File: config.mk
export PLATFORM = sky130hd
export DESIGN_NAME = control_sequencer
export DESIGN_NICKNAME = d
export VERILOG_FILES = /design/src/rtl/cpu_ctrl_pkg.sv /design/src/rtl/reg_select_decoder.sv /design/src/rtl/control_sequencer.sv
export SDC_FILE = /design/constraint.sdc
export NUM_CORES = 1
export LEC_CHECK = 0
export ABC_AREA = 1
export CORE_MARGIN = 2
export CORE_UTILIZATION = 35
export CTS_CLUSTER_SIZE = 24
export DETAILED_ROUTE_END_ITERATION = 8
export HOLD_SLACK_MARGIN = 0.1
export PLACE_DENSITY = 0.75
export SYNTH_ARGS = -nofsm -noshare
export SYNTH_HDL_FRONTEND = slang
export SYNTH_SLANG_ARGS = --single-unit
File: constraint.sdc
create_clock -name clock -period 1.3 [get_ports clock]
set_input_delay 0.195 -clock clock [delete_from_list [all_inputs] [get_ports clock]]
set_output_delay 0.195 -clock clock [all_outputs]
set_load 0.1 [all_outputs]
File: src/rtl/cpu_ctrl_pkg.sv
// ----------------------------------------------------------------------------
// cpu_ctrl_pkg
// Shared definitions for the single-bus CPU control unit: sequencer states,
// opcode values, ALU operation selects and the IR field bit positions.
// ----------------------------------------------------------------------------
package cpu_ctrl_pkg;

   // Sequencer states: fetch (T0-T2), execute (T3-T6), plus idle and halted.
   typedef enum logic [3:0] {
      S_IDLE   = 4'd0,
      S_T0     = 4'd1,
      S_T1     = 4'd2,
      S_T2     = 4'd3,
      S_T3     = 4'd4,
      S_T4     = 4'd5,
      S_T5     = 4'd6,
      S_T6     = 4'd7,
      S_HALTED = 4'd8
   } state_e;

   // Opcodes (IR[31:27]). Values 5'h10-5'h1F are undefined.
   localparam logic [4:0] OP_ADD  = 5'h00;
   localparam logic [4:0] OP_SUB  = 5'h01;
   localparam logic [4:0] OP_AND  = 5'h02;
   localparam logic [4:0] OP_OR   = 5'h03;
   localparam logic [4:0] OP_SHR  = 5'h04;
   localparam logic [4:0] OP_SHL  = 5'h05;
   localparam logic [4:0] OP_ROR  = 5'h06;
   localparam logic [4:0] OP_ROL  = 5'h07;
   localparam logic [4:0] OP_MUL  = 5'h08;
   localparam logic [4:0] OP_DIV  = 5'h09;
   localparam logic [4:0] OP_NEG  = 5'h0A;
   localparam logic [4:0] OP_NOT  = 5'h0B;
   localparam logic [4:0] OP_MFHI = 5'h0C;
   localparam logic [4:0] OP_MFLO = 5'h0D;
   localparam logic [4:0] OP_NOP  = 5'h0E;
   localparam logic [4:0] OP_HALT = 5'h0F;

   // ALU operation selects. Ordinary ops reuse the opcode value directly;
   // INC is the PC increment used during fetch.
   localparam logic [4:0] ALU_ADD = 5'h00;
   localparam logic [4:0] ALU_INC = 5'h1F;

   // IR field positions.
   localparam int IR_OP_HI = 31;
   localparam int IR_OP_LO = 27;
   localparam int IR_RA_HI = 26;
   localparam int IR_RA_LO = 23;
   localparam int IR_RB_HI = 22;
   localparam int IR_RB_LO = 19;
   localparam int IR_RC_HI = 18;
   localparam int IR_RC_LO = 15;

   // Every opcode with the top bit set is undefined.
   function automatic logic is_illegal_op(input logic [4:0] op);
      return op[4];
   endfunction

endpackage

File: src/rtl/reg_select_decoder.sv
// ----------------------------------------------------------------------------
// reg_select_decoder
// Turns a 4-bit register index plus enable into a one-hot R0-R15 strobe.
//   idx_i    : register index
//   en_i     : strobe enable; all outputs are 0 when low
//   onehot_o : one-hot register strobe vector
// ----------------------------------------------------------------------------
module reg_select_decoder (
   input  logic [3:0]  idx_i,
   input  logic        en_i,
   output logic [15:0] onehot_o
);

   always_comb begin
      onehot_o = '0;
      if (en_i) begin
         onehot_o[idx_i] = 1'b1;
      end
   end

endmodule

File: src/rtl/control_sequencer.sv
// ----------------------------------------------------------------------------
// control_sequencer
// Moore-style multi-cycle control unit for the single-bus CPU datapath.
// Sequences fetch/decode/execute and drives every datapath strobe from the
// current state and IR contents; also provides run/stop/halt control and a
// retired-instruction counter.
//   clock, clear         : clock and synchronous active-high reset
//   run, stop            : start request / stop at next instruction boundary
//   ir                   : current instruction register value
//   mem_ready            : memory read data valid
//   mem_req, Read        : memory read request / MDR source select
//   MDRin..LOin          : datapath register load strobes
//   PCout..LOout         : bus drive strobes
//   reg_out, reg_in      : one-hot R0-R15 bus drive / load
//   ops                  : ALU operation
//   busy, halted         : executing (T0-T6) / in HALTED
//   illegal              : sticky undefined-opcode flag
//   instr_count          : retired-instruction counter (wraps)
// ----------------------------------------------------------------------------
module control_sequencer
   import cpu_ctrl_pkg::*;
#(
   parameter int CNT_W = 16
) (
   input  logic             clock,
   input  logic             clear,
   input  logic             run,
   input  logic             stop,
   input  logic [31:0]      ir,
   input  logic             mem_ready,
   output logic             mem_req,
   output logic             Read,
   output logic             MDRin,
   output logic             IRin,
   output logic             PCin,
   output logic             RYin,
   output logic             RZin,
   output logic             HIin,
   output logic             LOin,
   output logic             PCout,
   output logic             MDRout,
   output logic             RZLOout,
   output logic             RZHIout,
   output logic             HIout,
   output logic             LOout,
   output logic [15:0]      reg_out,
   output logic [15:0]      reg_in,
   output logic [4:0]       ops,
   output logic             busy,
   output logic             halted,
   output logic             illegal,
   output logic [CNT_W-1:0] instr_count
);

   state_e             state_q, state_d;
   logic               stop_pend_q, stop_pend_d;
   logic               illegal_q, illegal_d;
   logic [CNT_W-1:0]   cnt_q, cnt_d;

   logic [4:0]         op;
   logic [3:0]         ra, rb, rc;
   logic               is_alu, is_binary, is_muldiv;
   logic               ro_en, ri_en, retire;
   logic [3:0]         ro_idx;
   logic               unused_ir;

   assign op = ir[IR_OP_HI:IR_OP_LO];
   assign ra = ir[IR_RA_HI:IR_RA_LO];
   assign rb = ir[IR_RB_HI:IR_RB_LO];
   assign rc = ir[IR_RC_HI:IR_RC_LO];
   assign unused_ir = ^ir[IR_RC_LO-1:0];

   assign is_alu    = (op <= OP_NOT);
   assign is_binary = (op <= OP_DIV);
   assign is_muldiv = (op == OP_MUL) || (op == OP_DIV);

   // NOTE: state registers use non-blocking assignments so every flop samples
   // the pre-edge values, independent of process evaluation order.
   always_ff @(posedge clock) begin
      if (clear) begin
         state_q     <= S_IDLE;
         stop_pend_q <= 1'b0;
         illegal_q   <= 1'b0;
         cnt_q       <= '0;
      end else begin
         state_q     <= state_d;
         stop_pend_q <= stop_pend_d;
         illegal_q   <= illegal_d;
         cnt_q       <= cnt_d;
      end
   end

   // NOTE: every signal written here gets a default first; any path that
   // left one unassigned would infer a latch.
   always_comb begin
      state_d     = state_q;
      stop_pend_d = stop_pend_q;
      illegal_d   = illegal_q;
      cnt_d       = cnt_q;
      mem_req     = 1'b0;
      Read        = 1'b0;
      MDRin       = 1'b0;
      IRin        = 1'b0;
      PCin        = 1'b0;
      RYin        = 1'b0;
      RZin        = 1'b0;
      HIin        = 1'b0;
      LOin        = 1'b0;
      PCout       = 1'b0;
      MDRout      = 1'b0;
      RZLOout     = 1'b0;
      RZHIout     = 1'b0;
      HIout       = 1'b0;
      LOout       = 1'b0;
      ops         = ALU_ADD;
      ro_en       = 1'b0;
      ro_idx      = rb;
      ri_en       = 1'b0;
      retire      = 1'b0;

      // A stop request anywhere inside an instruction is remembered until
      // the instruction boundary.
      if (busy && stop) begin
         stop_pend_d = 1'b1;
      end

      case (state_q)
         S_IDLE: begin
            if (run && !stop) begin
               state_d = S_T0;
            end
         end
         S_T0: begin
            PCout   = 1'b1;
            ops     = ALU_INC;
            RZin    = 1'b1;
            state_d = S_T1;
         end
         S_T1: begin
            // PC+1 is reloaded every wait cycle; harmless since RZ is stable.
            RZLOout = 1'b1;
            PCin    = 1'b1;
            mem_req = 1'b1;
            Read    = 1'b1;
            MDRin   = mem_ready;
            if (mem_ready) begin
               state_d = S_T2;
            end
         end
         S_T2: begin
            MDRout  = 1'b1;
            IRin    = 1'b1;
            state_d = S_T3;
         end
         S_T3: begin
            if (is_alu) begin
               ro_en   = 1'b1;
               RYin    = 1'b1;
               state_d = S_T4;
            end else if (op == OP_MFHI) begin
               HIout  = 1'b1;
               ri_en  = 1'b1;
               retire = 1'b1;
            end else if (op == OP_MFLO) begin
               LOout  = 1'b1;
               ri_en  = 1'b1;
               retire = 1'b1;
            end else if (op == OP_HALT) begin
               cnt_d       = cnt_q + CNT_W'(1);
               stop_pend_d = 1'b0;
               state_d     = S_HALTED;
            end else begin
               // nop and undefined opcodes retire with no strobes.
               if (is_illegal_op(op)) begin
                  illegal_d = 1'b1;
               end
               retire = 1'b1;
            end
         end
         S_T4: begin
            ro_en   = 1'b1;
            ro_idx  = is_binary ? rc : rb;
            ops     = op;
            RZin    = 1'b1;
            state_d = S_T5;
         end
         S_T5: begin
            RZLOout = 1'b1;
            if (is_muldiv) begin
               LOin    = 1'b1;
               state_d = S_T6;
            end else begin
               ri_en  = 1'b1;
               retire = 1'b1;
            end
         end
         S_T6: begin
            RZHIout = 1'b1;
            HIin    = 1'b1;
            retire  = 1'b1;
         end
         S_HALTED: begin
            if (run) begin
               state_d = S_T0;
            end
         end
         default: state_d = S_IDLE;
      endcase

      // Instruction boundary: count it and decide whether to keep running.
      if (retire) begin
         cnt_d       = cnt_q + CNT_W'(1);
         stop_pend_d = 1'b0;
         state_d     = (stop_pend_q || stop) ? S_IDLE : S_T0;
      end
   end

   reg_select_decoder u_reg_out_dec (
      .idx_i    (ro_idx),
      .en_i     (ro_en),
      .onehot_o (reg_out)
   );

   reg_select_decoder u_reg_in_dec (
      .idx_i    (ra),
      .en_i     (ri_en),
      .onehot_o (reg_in)
   );

   assign busy        = (state_q >= S_T0) && (state_q <= S_T6);
   assign halted      = (state_q == S_HALTED);
   assign illegal     = illegal_q;
   assign instr_count = cnt_q;

endmodule

==> impl_metrics.tcl, run 1 <==
set metrics [dict create \
    ys_seq_elements 22 \
    synth_cell_types 27 \
    ys_warn_count 0 \
    ios 108 \
    cts_buffers 3 \
    status "did not finish" \
    cts_resized 87 \
    synth_cells 322 \
    start_util 0.368 \
    die_height_um 77.7 \
    post-cts-setup-buffers 32 \
    rows 26 \
    synth_top_cell_by_area "dfxtp_1" \
    yosysSeqAreaShare 0.232 \
    numPortBuffers 92 \
    cts.hold.buffers_added 0 \
    yosysMostFrequentCell "nand2_1" \
    htree_levels 1 \
    synth_ff_type "dfxtp_1" \
    globalplace.congestion 0.864 \
    synthTopCellsByCount "nand2_1, nor2_1, inv_1" \
    cts_sinks 22 \
    error_line "[ERROR DPL-0038] Utilization greater than 100%, impossible to legalize" \
    clk_path_buf_depth 2 \
    synth_area_per_cell_um2 5.91 \
    die_x_um 77.7 \
    syn_nets 360 \
    synth_top_area_frac 0.232 \
    placed_area_um2 4490 \
    place_hpwl_um 7370 \
    async_flop_share 0 \
    synth-edff-count 0 \
    synthTopCellsByArea "dfxtp_1, nand2_1, nor2_1" \
    failing_step "clock tree synthesis" \
    syn-cell-area_um2 1900 \
    root_buffer "clkbuf_8" \
]
[cells by family after synthesis]
kind of cell / Yosys count / share of synthesized area
adders and majority gates: 1 / 0.00658
and+or+nand+nor: 208 / 0.506
AOI/OAI and AO/OA: 32 / 0.0921
xor gates and xnor gates: 7 / 0.0322
DFF: 22 / 0.232
buffers and inverters: 52 / 0.132
[metrics by stage]
step,std cells,hold slack [ns],worst slack [ns]
after detailed placement,528,0.457,-0.913
after global placement,528,0.430,-0.777
after floorplan,322,0.338,-1.09
==> run 2, diff against run 1 <==
--- a/config.mk
+++ b/config.mk
@@ -7,11 +7,9 @@
 export LEC_CHECK = 0
 export ABC_AREA = 1
 export CORE_MARGIN = 2
-export CORE_UTILIZATION = 35
-export CTS_CLUSTER_SIZE = 24
+export CORE_UTILIZATION = 20
 export DETAILED_ROUTE_END_ITERATION = 8
-export HOLD_SLACK_MARGIN = 0.1
-export PLACE_DENSITY = 0.75
+export PLACE_DENSITY_LB_ADDON = 0.15
 export SYNTH_ARGS = -nofsm -noshare
 export SYNTH_HDL_FRONTEND = slang
 export SYNTH_SLANG_ARGS = --single-unit
==> constraint.sdc (replaced) <==
create_clock -name clock -period 1.7 [get_ports clock]
set_input_delay 0.255 -clock clock [delete_from_list [all_inputs] [get_ports clock]]
set_output_delay 0.255 -clock clock [all_outputs]
set_load 0.1 [all_outputs]
==> run 2 against run 1 <==
- the flow now finishes, with violations (setup timing)
- synthesized cell count did not move
- area after synthesis did not move
==> impl_metrics.tcl, run 2 <==
set metrics [dict create \
    first_pass_iters 4 \
    htree_levels 1 \
    timing.rr.start "state_q[1]" \
    combPwrFrac 0.745 \
    dieArea_um2 10300 \
    hold-path-cell-count 2 \
    cts_sinks 22 \
    vias 2580 \
    crit_required_ns 1.44 \
    min_from "stop_pend_q" \
    n_antenna_cell 0 \
    rr_worst_depth 10 \
    initialDrtViolationCount 142 \
    drt_wl_total_um 7270 \
    syn_nets 360 \
    place_hpwl_um 5650 \
    drive_gt1_frac 0.529 \
    path_class "reg2out" \
    rows 35 \
    drv_cap 0 \
    cp_max_fo 4 \
    fin_crit_ns 2.13 \
    synthTopCellsByCount "nand2_1, nor2_1, inv_1" \
    root_buffer "clkbuf_8" \
    cts_tree "done" \
    pwr_density_cell_nw_per_um2 896 \
    holdPathEnd "stop_pend_q" \
    skew_ns 0.00433 \
    final-hold-violation-count 0 \
    grt_max_degree 18 \
    synth_cells 322 \
    swShare 0.524 \
    yosys.area_share.adder 0.00658 \
    clk_path_buf_depth 2 \
    layout_common_cells "buf_12, nand2_1, nor2_4, buf_4, inv_1" \
    async_flop_share 0 \
    status "finished with violations" \
    antenna_found_initial 0 \
    synth-edff-count 0 \
    clk_pin_slew_ns 0.09 \
    ys_warn_count 0 \
    r2r_slack_ns 0.11 \
    hp-class "reg2reg" \
    via_per_inst 4.39 \
    r2r_end "state_q[0]" \
    final_nets 498 \
    start_kind "flip-flop" \
    start_util 0.206 \
    synth-xor-area-share 0.0322 \
    clock_latency_ns 0.27 \
    fin_ws_ns -0.425 \
    endpoint_kind "output pin" \
    core_area_um2 9240 \
    ys_seq_elements 22 \
    p_int_uw 2050 \
    synth_top_area_frac 0.232 \
    pwr-share-clk 0.116 \
    ir_drop_mv 0.750 \
    yosysSeqAreaShare 0.232 \
    synth_top_cell_by_area "dfxtp_1" \
    yosysMostFrequentCell "nand2_1" \
    cts_buffers 3 \
    finalSetupViolCount 43 \
    failed_checks "setup timing" \
    design_area_um2 4800 \
    die_height_um 102 \
    track_usage 0.136 \
    muxShareOfSynthArea 0 \
    synth_ff_type "dfxtp_1" \
    max_freq_mhz 471 \
    timing.final.crit_share 1.25 \
    ant_nets 0 \
    cp.arrival_ns 1.87 \
    placed_area_um2 4410 \
    rsz0062_at_grt "true" \
    layout_commonest_cell "buf_12" \
    synthSimpleGateAreaFrac 0.506 \
    syn_to_final_growth_pct 153 \
    drcViolationCount 0 \
    power_switching_uw 2260 \
    worstMarginPinSlew_ns 0.391 \
    synth_area_per_cell_um2 5.91 \
    seqPwrFrac 0.140 \
    syn-cell-area_um2 1900 \
    largest_register_ffs 16 \
    maxSlewViolCount 0 \
    globalplace.congestion 0.783 \
    synth_top_family_by_area "simple AND/OR/NAND/NOR gates" \
    synth_cell_types 27 \
    numPortBuffers 92 \
    ios 108 \
    grt_pass1_wl_um 11600 \
    wl_per_cell_um 12.4 \
    pre_cts_ws_ns -0.589 \
    die_x_um 102 \
    power_leakage_uw 0.00181 \
    grt_pass1_vias 2462 \
    synthTopCellsByArea "dfxtp_1, nand2_1, nor2_1" \
    cts.hold.buffers_added 0 \
    synth_compound_area_frac 0.0921 \
    relSlewSlack 0.738 \
    grt_remaining_overflow 0 \
]
## run 2: cell counts after synthesis
Identical to the previous run, type by type.
## run 2: final cells by class
cell class                 instances  area [um^2]
clock inverter                     1         30.0
multi-input combinational        251         1910
fill                             847         4440
inverter                          39          156
timing repair buffer             143         2040
tap                              129          161
clock buffer                       3         41.3
sequential                        22          467
## run 2: how the worst max path moves through the flow
stage                     slack, ns          end  depth (start not counted)       start
after global placement        -0.53  reg_out[15]                          9      ir[29]
final                         -0.43   reg_out[4]                          9  state_q[1]
after CTS                     -0.42    reg_in[0]                         10  state_q[1]
after detailed placement      -0.59  reg_out[15]                          9      ir[29]
after floorplan               -0.75   reg_out[0]                          9  state_q[1]
after global routing          -0.53   reg_out[3]                         10  state_q[1]
## run 2: routing by layer
metal	part of all wire	vias up	GRT usage
li1	-	1323	-
met1	0.41	1185	0.177
met2	0.53	65	0.237
met3	0.048	7	0.0214
met4	0.012	0	0.0312
met5	0	-	0
## run 2: power by group through the flow
stage | logic (uW) | clock network, uW | registers, uW
finish | 3210 | 499 | 601
global route | 3330 | 539 | 608
CTS | 3040 | 513 | 597
detailed placement | 2890 | 0 | 607
global placement | 2880 | 0 | 606
floorplan | 1860 | 0 | 626
## run 2: stage by stage
step	hold slack [ns]	std cells	TNS, ns	util	total power, uW
after global placement	0.432	571	-20.78	0.477	3490
final	0.444	588	-13.56	0.520	4300
after floorplan	0.398	322	-22.06	-	2480
after detailed placement	0.434	571	-21.99	0.477	3500
after CTS	0.447	581	-13.32	0.501	4150
after global routing	0.461	588	-18.23	0.520	4480
## run 2: logic make-up (layout without fill, tap and decap cells)
group                      count (synthesis)  count (layout)
and+or+nand+nor                          208             211
buffers and inverters                     52             186
AOI/OAI and AO/OA                         32              32
DFF                                       22              22
xor gates and xnor gates                   7               7
adders and majority gates                  1               1
## run 2: timing repair
item,CTS,global route
buffers inserted,5,6
gates resized for setup,31,24
pin swaps,30,18
endpoints found under the setup margin,66,59
cloned,1,2
## run 2: worst max-delay path, stage by stage (launching register included)
cell,delay [ns]
dfxtp_2,0.33
inv_2,0.08
nand2_4,0.06
nor2_4,0.14
buf_6,0.13
nand3_4,0.11
o21ai_4,0.22
nand3_4,0.17
nor2_4,0.17
buf_12,0.18
Note: power is estimated with default switching activity, not from simulation.
